File: src/rtl/hazard_ctrl.sv
// rtl/hazard_ctrl.sv - pipeline hazard controller: load-use, redirect, memory-wait freeze
module hazard_ctrl #(
    parameter int CNT_BITS = 32,
    parameter int REG_BITS = 5
) (
    input  logic                clk,
    input  logic                rst_n,
    input  logic [REG_BITS-1:0] id_rs1_addr,
    input  logic [REG_BITS-1:0] id_rs2_addr,
    input  logic                id_use_rs1,
    input  logic                id_use_rs2,
    input  logic [REG_BITS-1:0] ex_rd_addr,
    input  logic                ex_dm_rd,
    input  logic                ex_redirect,
    input  logic                im_wait,
    input  logic                dm_wait,
    output logic                pc_hold,
    output logic                if_id_hold,
    output logic                if_id_flush,
    output logic                id_stall,
    output logic                id_flush,
    output logic                pipe_freeze,
    output logic [CNT_BITS-1:0] stall_cnt,
    output logic [CNT_BITS-1:0] flush_cnt
);

    // WAIT_FLUSH remembers a redirect that arrived while the pipe was frozen
    localparam logic [1:0] S_RUN        = 2'd0;
    localparam logic [1:0] S_WAIT       = 2'd1;
    localparam logic [1:0] S_WAIT_FLUSH = 2'd2;

    logic [1:0]          r_state;
    logic [1:0]          w_next_state;
    logic [CNT_BITS-1:0] r_stall_cnt;
    logic [CNT_BITS-1:0] r_flush_cnt;

    logic w_load_use;
    logic w_mem_busy;
    logic w_pc_hold;
    logic w_if_id_hold;
    logic w_if_id_flush;
    logic w_id_stall;
    logic w_id_flush;
    logic w_pipe_freeze;

    // A load into x0 never creates a dependency
    assign w_load_use = ex_dm_rd && (ex_rd_addr != '0) &&
                        ((id_use_rs1 && (id_rs1_addr == ex_rd_addr)) ||
                         (id_use_rs2 && (id_rs2_addr == ex_rd_addr)));
    assign w_mem_busy = im_wait || dm_wait;

    // Hazard decode with fixed priority: memory wait, redirect (live or pending), load-use
    always_comb begin
        w_pc_hold     = 1'b0;
        w_if_id_hold  = 1'b0;
        w_if_id_flush = 1'b0;
        w_id_stall    = 1'b0;
        w_id_flush    = 1'b0;
        w_pipe_freeze = 1'b0;
        w_next_state  = r_state;
        case (r_state)
            S_RUN, S_WAIT: begin
                if (w_mem_busy) begin
                    w_pc_hold     = 1'b1;
                    w_if_id_hold  = 1'b1;
                    w_pipe_freeze = 1'b1;
                    w_next_state  = ex_redirect ? S_WAIT_FLUSH : S_WAIT;
                end else if (ex_redirect) begin
                    w_if_id_flush = 1'b1;
                    w_id_flush    = 1'b1;
                    w_next_state  = S_RUN;
                end else if (w_load_use) begin
                    w_pc_hold     = 1'b1;
                    w_if_id_hold  = 1'b1;
                    w_id_stall    = 1'b1;
                    w_next_state  = S_RUN;
                end else begin
                    w_next_state  = S_RUN;
                end
            end
            S_WAIT_FLUSH: begin
                if (w_mem_busy) begin
                    w_pc_hold     = 1'b1;
                    w_if_id_hold  = 1'b1;
                    w_pipe_freeze = 1'b1;
                end else begin
                    // Pending redirect is applied even if ex_redirect has dropped
                    w_if_id_flush = 1'b1;
                    w_id_flush    = 1'b1;
                    w_next_state  = S_RUN;
                end
            end
            default: w_next_state = S_RUN;
        endcase
        if (!rst_n) begin
            w_pc_hold     = 1'b0;
            w_if_id_hold  = 1'b0;
            w_if_id_flush = 1'b0;
            w_id_stall    = 1'b0;
            w_id_flush    = 1'b0;
            w_pipe_freeze = 1'b0;
            w_next_state  = S_RUN;
        end
    end

    // State register and saturating stall/flush performance counters
    always_ff @(posedge clk) begin
        if (!rst_n) begin
            r_state     <= S_RUN;
            r_stall_cnt <= '0;
            r_flush_cnt <= '0;
        end else begin
            r_state <= w_next_state;
            if (w_pc_hold && (r_stall_cnt != '1)) begin
                r_stall_cnt <= r_stall_cnt + CNT_BITS'(1);
            end
            if (w_if_id_flush && (r_flush_cnt != '1)) begin
                r_flush_cnt <= r_flush_cnt + CNT_BITS'(1);
            end
        end
    end

    assign pc_hold     = w_pc_hold;
    assign if_id_hold  = w_if_id_hold;
    assign if_id_flush = w_if_id_flush;
    assign id_stall    = w_id_stall;
    assign id_flush    = w_id_flush;
    assign pipe_freeze = w_pipe_freeze;
    assign stall_cnt   = r_stall_cnt;
    assign flush_cnt   = r_flush_cnt;

endmodule

File: config.mk
export PLATFORM = sky130hd
export DESIGN_NAME = hazard_ctrl
export DESIGN_NICKNAME = d
export VERILOG_FILES = /design/src/rtl/hazard_ctrl.sv
export SDC_FILE = /design/constraint.sdc
export NUM_CORES = 1
export LEC_CHECK = 0
export BUFFER_PORTS_ARGS = -buffer_cell sky130_fd_sc_hd__buf_2
export CAP_MARGIN = 20
export CORE_ASPECT_RATIO = 1.25
export CORE_MARGIN = 10
export CORE_UTILIZATION = 58
export CTS_BUF_LIST = sky130_fd_sc_hd__clkbuf_8
export DETAILED_ROUTE_END_ITERATION = 10
export PLACE_DENSITY = 0.92
export SYNTH_ARGS = -nofsm -noshare
export SYNTH_HDL_FRONTEND = slang
export SYNTH_SLANG_ARGS = --single-unit
File: constraint.sdc
create_clock -name clk -period 4.4 [get_ports clk]
set_input_delay 0 -clock clk [delete_from_list [all_inputs] [get_ports clk]]
set_output_delay 0 -clock clk [all_outputs]
set_load 0.03 [all_outputs]
==> results.md, run 1 <==
* GR Util met1 at 0.2137
* Ys Warns at 0
* Clock root cell: clkbuf_8
* GRT overflow at 0
* CTS max path bufs at 2
* TritonCTS Buffers at 9
* Crit end category: register
* Post-synth cell types at 49
* Core footprint at 5741 um^2
* CP Data Required Time at 4.61 ns
* Peak supply drop at 0.0002314 V
* Min Tclk post-route at 2.417 ns
* Fin. max-slew vios at 0
* Postcts setup bufs at 0
* Met3 Use GR at 0.05470
* CTS tree: built
* Worst setup SP type: register
* Ant. Diodes at 0
* Min-delay worst type: in -> reg
* Largest net degree at the start of global routing at 56
* Die Area at 9326 um^2
* Fmax at 0.4138 GHz
* Ys flop type: dfxtp_1
* Clk sinks at 66
* RSZ-0062 raised after global routing: false
* PortBufs at 92
* Chip Height at 105.5 um
* DRT iter0 DRCs at 221
* PwrDens at 288.8 nW/um^2
* Global-route wire length before repair at 14780 um
* Lkg Pwr at 1.583 nW
* Fill cells at 451
* Tot GR Track Use at 0.1927
* Syn Inst Count at 398
* Final nets at 512
* Max-cap violations at 0
* Placement row count at 31
* Clock-pin slew on the worst setup and hold paths at 0.07 ns
* Synth async-reset ratio at 0
* Vias per cell at 6.149
* Final ANT Viol Nets at 0
* Final Hold Fails at 0
* Pre-antenna DRT Iters at 5
* Met2 GRT Util at 0.3319
* Synthesized area per cell at 8.523 um^2
* Die width at 88.40 um
* Max FO, Critical Path at 52
* Clock Latency Late Sink at 0.36 ns
* Data arrival, critical path at 2.63 ns
* FF+latch count, synth at 66
* GP Congestion at 0.8248
* Final setup fails at 0
* Status: finished, final reports clean
* Post-synth net total at 423
* DP HPWL at 6508 um
* Area Growth Syn to Fin at 19.85%
* Util after Layout at 0.7082
* Setup TNS at 0 ns
* Total routed wirelength at 9179 um
* DRC at 0
* CP Class: reg -> reg
* Top-Level Pins at 93
* Initial antenna violation count at 0
* H-tree depth at 3
* Share of post-route cells with drive strength above 1 at 0.2459
* Initial Utilization at 0.5909
* Headroom to the max-slew limit at 0.3580
* Tcrit/Tclk final at 0.5492
* Post-synth EDFFs at 0
* Post-Syn Area at 3392 um^2
* Number of global-route vias before repair at 3193
* Least-Margin Pin Slew at 0.9616 ns
* GRT busiest layer: met2
* Routed WL per cell at 16.45 um
* Vias at 3431
* Layout Skew at 0.006328 ns
* Seq/Total Area, Yosys at 0.3895
## synthesized netlist by cell type (7+ instances only)
| cell | n | area (um^2) |
|---|---|---|
| a21oi_1 | 29 | 145.1 |
| nand3_1 | 28 | 140.1 |
| o21ai_0 | 20 | 100.1 |
| nand2_1 | 26 | 97.59 |
| nand4_1 | 22 | 137.6 |
| buf_2 | 7 | 35.03 |
| inv_1 | 7 | 26.28 |
| xor2_1 | 15 | 131.4 |
| and3_1 | 10 | 62.56 |
| xnor2_1 | 18 | 157.7 |
| or4_1 | 11 | 82.58 |
| clkbuf_1 | 7 | 26.28 |
| dfxtp_1 | 66 | 1321 |
| and4_1 | 7 | 61.31 |
| o31ai_1 | 14 | 105.1 |
| nor2_1 | 32 | 120.1 |
| or3_1 | 20 | 125.1 |
## layout make-up
cell class,count,area (um^2),share of cell area
clock buffer,9,123.9,0.03047
clock inverter,7,60.06,0.01477
inverter,8,30.03,0.007387
multi-input combinational,306,1949,0.4795
sequential,66,1321,0.3250
tap,66,82.58,0.02031
timing repair buffer,96,498.0,0.1225
## power breakdown
| part | switching, mW | internal, mW |
|---|---|---|
| Combinational | 0.0491 | 0.0278 |
| Clock | 0.238 | 0.255 |
| Sequential | 0.00395 | 0.600 |
## cells in the final DEF (no fill, tap or decap), drive strengths merged, types with 2 or more instances in the layout
cell type     n
o211ai        6
a21oi        29
o21a          3
nor2b         2
o21ai        22
clkbuf        9
and4          7
ha            2
nor3          5
o31ai        14
nor3b         2
dfxtp        66
nand2b        3
mux2i         4
nand2        26
inv           8
or4          11
xnor2        18
nand3        28
a211oi        2
nor2         32
buf          93
dlygate4sd3   3
xor2         15
and2          3
and3         10
a31oi         2
clkinv        6
nand4        22
o31a          2
nor4          6
or3          20
## cell families after synthesis
| kind of cell | synth area share |
|---|---|
| and+or+nand+nor | 0.3014 |
| xor gates and xnor gates | 0.08521 |
| adders and majority gates | 0.007376 |
| AOI/OAI and AO/OA | 0.1689 |
| DFF | 0.3895 |
| muxes | 0.01180 |
| buffers and inverters | 0.03578 |
## per-layer routing
layer / part of all wire / vias to the layer above
met5: 0 / -
met4: 0.022 / 0
met3: 0.078 / 24
met2: 0.51 / 131
met1: 0.39 / 1625
li1: - / 1651
## sequential cells by signal (all words and copies together), names as in the netlist
name	cells
flush_cnt	32
stall_cnt	32
r_state	2
## critical path, stage by stage (launching register included)
cell	delay (ns)
dfxtp_1	0.39
ha_1	0.35
and4_1	0.23
nand4_1	0.19
o32a_1	0.35
o21ai_2	0.06
buf_4	0.41
mux2i_1	0.24
nor2_1	0.05
## stage by stage
step	total power [mW]	instances	instance area, um^2	setup WS [ns]	hold slack (ns)
final	1.174	558	4065	1.983	0.03011
after CTS	1.176	558	4065	2.012	0.02892
after floorplan	0.6700	398	3392	2.112	0.1102
after detailed placement	0.6922	539	3851	1.955	0.2438
after global routing	1.213	558	4065	1.816	0.04323
after global placement	0.6897	539	3851	2.027	0.2418
## what timing repair did
item,in CTS,in global routing
resized for setup,0,0
hold buffers,3,0
endpoints found under the setup margin,0,0
hold endpoints to repair,2,0
## final timing paths
| check | start | to | slack, ns | cells after the start |
|---|---|---|---|---|
| worst max-delay path | stall_cnt[0] | stall_cnt[1] | 1.98 | 8 |
| worst min-delay path | rst_n | stall_cnt[18] | 0.03 | 2 |
| worst max register to register | stall_cnt[0] | stall_cnt[1] | 1.98 | 8 |
| worst min register to register | stall_cnt[6] | stall_cnt[6] | 0.49 | 2 |
(Power assumes the default switching activity.)
==> run 2: changes to the inputs <==
--- a/config.mk
+++ b/config.mk
@@ -9,10 +9,10 @@
 export CAP_MARGIN = 20
 export CORE_ASPECT_RATIO = 1.25
 export CORE_MARGIN = 10
-export CORE_UTILIZATION = 58
+export CORE_UTILIZATION = 49
 export CTS_BUF_LIST = sky130_fd_sc_hd__clkbuf_8
 export DETAILED_ROUTE_END_ITERATION = 10
-export PLACE_DENSITY = 0.92
+export PLACE_DENSITY = 0.83
 export SYNTH_ARGS = -nofsm -noshare
 export SYNTH_HDL_FRONTEND = slang
 export SYNTH_SLANG_ARGS = --single-unit
==> constraint.sdc (replaced) <==
create_clock -name clk -period 2.1 [get_ports clk]
set_input_delay 0 -clock clk [delete_from_list [all_inputs] [get_ports clk]]
set_output_delay 0 -clock clk [all_outputs]
set_load 0.03 [all_outputs]
==> results.md, run 2 (synthesis results as in run 1) <==
* CTS tree: built
* Max FO, Critical Path at 5
* Area Growth Syn to Fin at 30.43%
* Core footprint at 6648 um^2
* Final ANT Viol Nets at 0
* Fin cells at 607
* Initial antenna violation count at 0
* Status: finished, final reports clean
* Pre-antenna DRT Iters at 5
* Tcrit/Tclk final at 0.9644
* Cell repeated most along the worst path: nor2_1
* Final nets at 544
* Final worst setup slack at 0.07478 ns
* Initial Utilization at 0.5103
* Max-cap violations at 0
* Top-Level Pins at 93
* Die width at 94.42 um
* CP Class: reg -> reg
* GP Congestion at 0.7939
* Most frequent cells in the layout: buf_2, dfxtp_1, nor2_1
* Crit end category: register
* Data arrival, critical path at 2.23 ns
* CTS max path bufs at 2
* Most common cell after layout, fill and taps aside: buf_2
* Min-delay worst type: in -> reg
* Clk sinks at 66
* Length of routed met3 wiring at 618 um
* DRT iter0 DRCs at 131
* Fin. max-slew vios at 0
* Least-Margin Pin Slew at 0.5922 ns
* Headroom to the max-slew limit at 0.6052
* Setup TNS at 0 ns
* Vias per cell at 5.893
* Total power at 2.400 mW
* Clock Latency Late Sink at 0.34 ns
* Crit path cell chain: nand4_1 -> or4_1 -> o211ai_1 -> buf_2 -> nor2_1 -> xnor2_1 -> nor2_1
* Crit path buf inv count at 1
* Tot GR Track Use at 0.1818
* Fmax at 0.4938 GHz
* Final Cell Area at 4424 um^2
* Die Area at 10670 um^2
* Peak supply drop at 0.0004918 V
* Lkg Pwr at 1.758 nW
* H-tree depth at 3
* Layout Skew at 0.007497 ns
* Largest net degree at the start of global routing at 55
* Placed cell count at 583
* Dpl ws at 0.1091 ns
* Clock root cell: clkbuf_8
* Chip Height at 113.0 um
* TritonCTS Buffers at 9
* Clock-pin slew on the worst setup and hold paths at 0.07 ns
* Worst path max stage delay at 0.56 ns
* Total routed wirelength at 10120 um
* Vias at 3577
* Worst setup SP type: register
* Routed WL per cell at 16.66 um
* Min Tclk post-route at 2.025 ns
* Final Hold Fails at 0
* Final setup fails at 0
* GRT overflow at 0
* DRC at 0
* PwrDens at 542.6 nW/um^2
* Max stage delay cell, worst path: or4_1
* PortBufs at 92
* Global-route wire length before repair at 16200 um
* Max Used Layer: met4
* RSZ-0062 raised after global routing: true
* Share of post-route cells with drive strength above 1 at 0.3346
* Number of global-route vias before repair at 3460
* Family with the most delay on the worst path: simple AND/OR/NAND/NOR gates
* DR WL met2 at 5393 um
* Metal-1 WL at 3863 um
* DP Area at 4084 um^2
* DP HPWL at 7087 um
* CP Data Required Time at 2.30 ns
* Ant. Diodes at 0
* Placement row count at 33
## run 2: changes by cell type in the layout (fill, tap and decap cells not counted), sizes merged
cell         delta
buf            +29
bufinv          -1
clkbuf          +4
clkinv          -6
dlygate4sd3     +2
## run 2: stage by stage
stage,hold WS (ns),utilization
after floorplan,0.1102,-
after global placement,0.2319,0.6143
after detailed placement,0.2398,0.6143
after CTS,0.3149,0.6467
after global routing,0.3516,0.6655
final,0.3056,0.6655
## run 2: power breakdown
group          total [mW]  internal [mW]  switching [mW]
logic               0.197         0.0809           0.116
registers            1.26           1.26         0.00701
clock network       0.939          0.499           0.439
## run 2: final timing paths
check,start,end,slack (ns),depth (start not counted)
worst min register to register,stall_cnt[5],stall_cnt[5],0.49,1
worst max register to register,flush_cnt[18],flush_cnt[19],0.07,7
worst max-delay path,flush_cnt[18],flush_cnt[19],0.07,7
worst min-delay path,dm_wait,flush_cnt[15],0.31,7
## run 2: metal layers
layer,up-vias,track usage
met5,-,0
met4,0,0.06396
met3,21,0.05357
met2,113,0.3174
met1,1722,0.2020
li1,1721,-
## run 2: worst min-delay path, delay by kind of cell
family          cells  cell delay (ns)
compound gates      2             0.17
simple gates        3             0.29
xor+xnor            1             0.06
buf+inv             1             0.09
## run 2: repair_timing
item	in CTS	in global routing
hold buffers	5	0
buffers inserted	0	5
resized for setup	0	20
endpoints found under the setup margin	0	13
endpoints found under the hold margin	5	0
## run 2: final cells by class
type                            count  area, um^2
Fill cell                         542        2223
Multi-Input combinational cell    306        2002
Sequential cell                    66        1341
Timing Repair Buffer              128       777.0
Clock buffer                       12       165.2
Tap cell                           87       108.9
Inverter                            8       30.03
==> run 3: changes to the inputs <==
--- a/config.mk
+++ b/config.mk
@@ -12,7 +12,7 @@
 export CORE_UTILIZATION = 49
 export CTS_BUF_LIST = sky130_fd_sc_hd__clkbuf_8
 export DETAILED_ROUTE_END_ITERATION = 10
-export PLACE_DENSITY = 0.83
+export PLACE_DENSITY = 0.77
 export SYNTH_ARGS = -nofsm -noshare
 export SYNTH_HDL_FRONTEND = slang
 export SYNTH_SLANG_ARGS = --single-unit
==> results.md, run 3 (synthesis results as in run 1) <==
* Status: finished, final reports clean
* Most frequent cells in the layout: buf_2, dfxtp_1, nor2_1
* Fin. max-slew vios at 0
* TritonCTS Buffers at 9
* Fmax at 0.4837 GHz
* Final setup fails at 0
* Util after Layout at 0.6646
* Chip Height at 113.0 um
* Max stage delay cell, worst path: or4_1
* GRT overflow at 0
* DRC at 0
* Least-Margin Pin Slew at 0.5996 ns
* Final nets at 544
* CTS max path bufs at 2
* Data arrival, critical path at 2.34 ns
* Fill cells at 569
* Share of post-route cells with drive strength above 1 at 0.3346
* Peak supply drop at 0.0004624 V
* PortBufs at 92
* Dpl ws at 0.05132 ns
* Most common cell after layout, fill and taps aside: buf_2
* Top-Level Pins at 93
* Vias at 3504
* Max-cap violations at 0
* Largest net degree at the start of global routing at 55
* Die width at 94.42 um
* CP Class: reg -> reg
* Family with the most delay on the worst path: simple AND/OR/NAND/NOR gates
* Total power at 2.499 mW
* Crit path cell chain: ha_2 -> and4_1 -> nand4_1 -> o32a_1 -> o21ai_2 -> buf_12 -> or4_1 -> a21oi_2
* Final Hold Fails at 0
* CTS tree: built
* Min Tclk post-route at 2.067 ns
* Crit path buf inv count at 1
* Core footprint at 6648 um^2
* Die Area at 10670 um^2
* Headroom to the max-slew limit at 0.6003
* Number of global-route vias before repair at 3401
* Max FO, Critical Path at 26
* Layout Skew at 0.009472 ns
* RSZ-0062 raised after global routing: true
* Min-delay worst type: in -> reg
* Placement row count at 33
* PwrDens at 565.7 nW/um^2
* Lkg Pwr at 1.773 nW
* Crit end category: register
* Area Growth Syn to Fin at 30.25%
* Routed WL per cell at 16.44 um
* DP HPWL at 6985 um
* Total routed wirelength at 10030 um
* Final worst setup slack at 0.03259 ns
* Final ANT Viol Nets at 0
* Initial antenna violation count at 0
* Vias per cell at 5.744
* DRT iter0 DRCs at 163
* Worst setup SP type: register
* Global-route wire length before repair at 15550 um
* Pre-antenna DRT Iters at 5
* Initial Utilization at 0.5103
* Clock-pin slew on the worst setup and hold paths at 0.07 ns
* Clk sinks at 66
* H-tree depth at 3
* GP Congestion at 0.7755
* Worst path max stage delay at 0.53 ns
* Clock root cell: clkbuf_8
* Tcrit/Tclk final at 0.9845
* Clock Latency Late Sink at 0.34 ns
* CP Data Required Time at 2.38 ns
* Ant. Diodes at 0
* Tot GR Track Use at 0.1768
-- run 3: changes by cell type in the layout (fill, tap and decap cells not counted), sizes merged --
cell,before,now
buf,122,123
bufinv,0,1
clkbuf,13,11
clkinv,0,2
dlygate4sd3,5,4
inv,8,10
-- run 3: layer usage --
layer,track usage,up-vias,part of all wire
li1,-,1721,-
met1,0.1917,1673,0.40
met2,0.3197,102,0.53
met3,0.04497,8,0.058
met4,0.06091,0,0.011
met5,0,-,0
-- run 3: what timing repair did --
| action | 4_1_cts | 5_1_grt |
|---|---|---|
| setup buffers | 0 | 4 |
| endpoints found under the setup margin | 0 | 14 |
| hold buffers | 4 | 0 |
| hold endpoints to repair | 3 | 0 |
| resized for setup | 0 | 17 |
-- run 3: stage by stage --
stage	cells	hold WS (ns)	area (um^2)	setup TNS (ns)
final	610	0.1202	4418	0
after floorplan	398	0.1102	3413	-0.01976
after detailed placement	585	0.2340	4099	0
after global placement	585	0.2288	4099	0
after global routing	610	0.1337	4418	-0.1234
after CTS	604	0.1068	4324	0
-- run 3: path summary, 6_finish.rpt --
path | end | slack (ns) | startpoint | cells after the start
max reg2reg | stall_cnt[15] | 0.03 | stall_cnt[0] | 8
min reg2reg | stall_cnt[5] | 0.48 | stall_cnt[5] | 1
min | r_state[0] | 0.12 | rst_n | 3
max | stall_cnt[15] | 0.03 | stall_cnt[0] | 8
-- run 3: area by class of cell --
class                      count  area [um^2]  area share
multi-input combinational    306         1977      0.4475
sequential                    66         1349      0.3053
timing repair buffer         128        768.2      0.1739
clock buffer                  10        137.6     0.03115
tap                           87        108.9     0.02464
clock inverter                 5        47.55     0.01076
inverter                       8        30.03    0.006797
-- run 3: where the power goes --
group          total [mW]  switching, mW  internal (mW)
Clock                1.04          0.479          0.562
Sequential           1.26        0.00655           1.26
Combinational       0.195          0.116         0.0792
Total                2.50          0.601           1.90
-- run 3: worst register-to-register path, stage by stage (launching register included) --
cell and delay, ns:
dfxtp_4 0.36, ha_2 0.18, and4_1 0.19, nand4_1 0.13, o32a_1 0.17, o21ai_2 0.10, buf_12 0.19, or4_1 0.54
a21oi_2 0.15
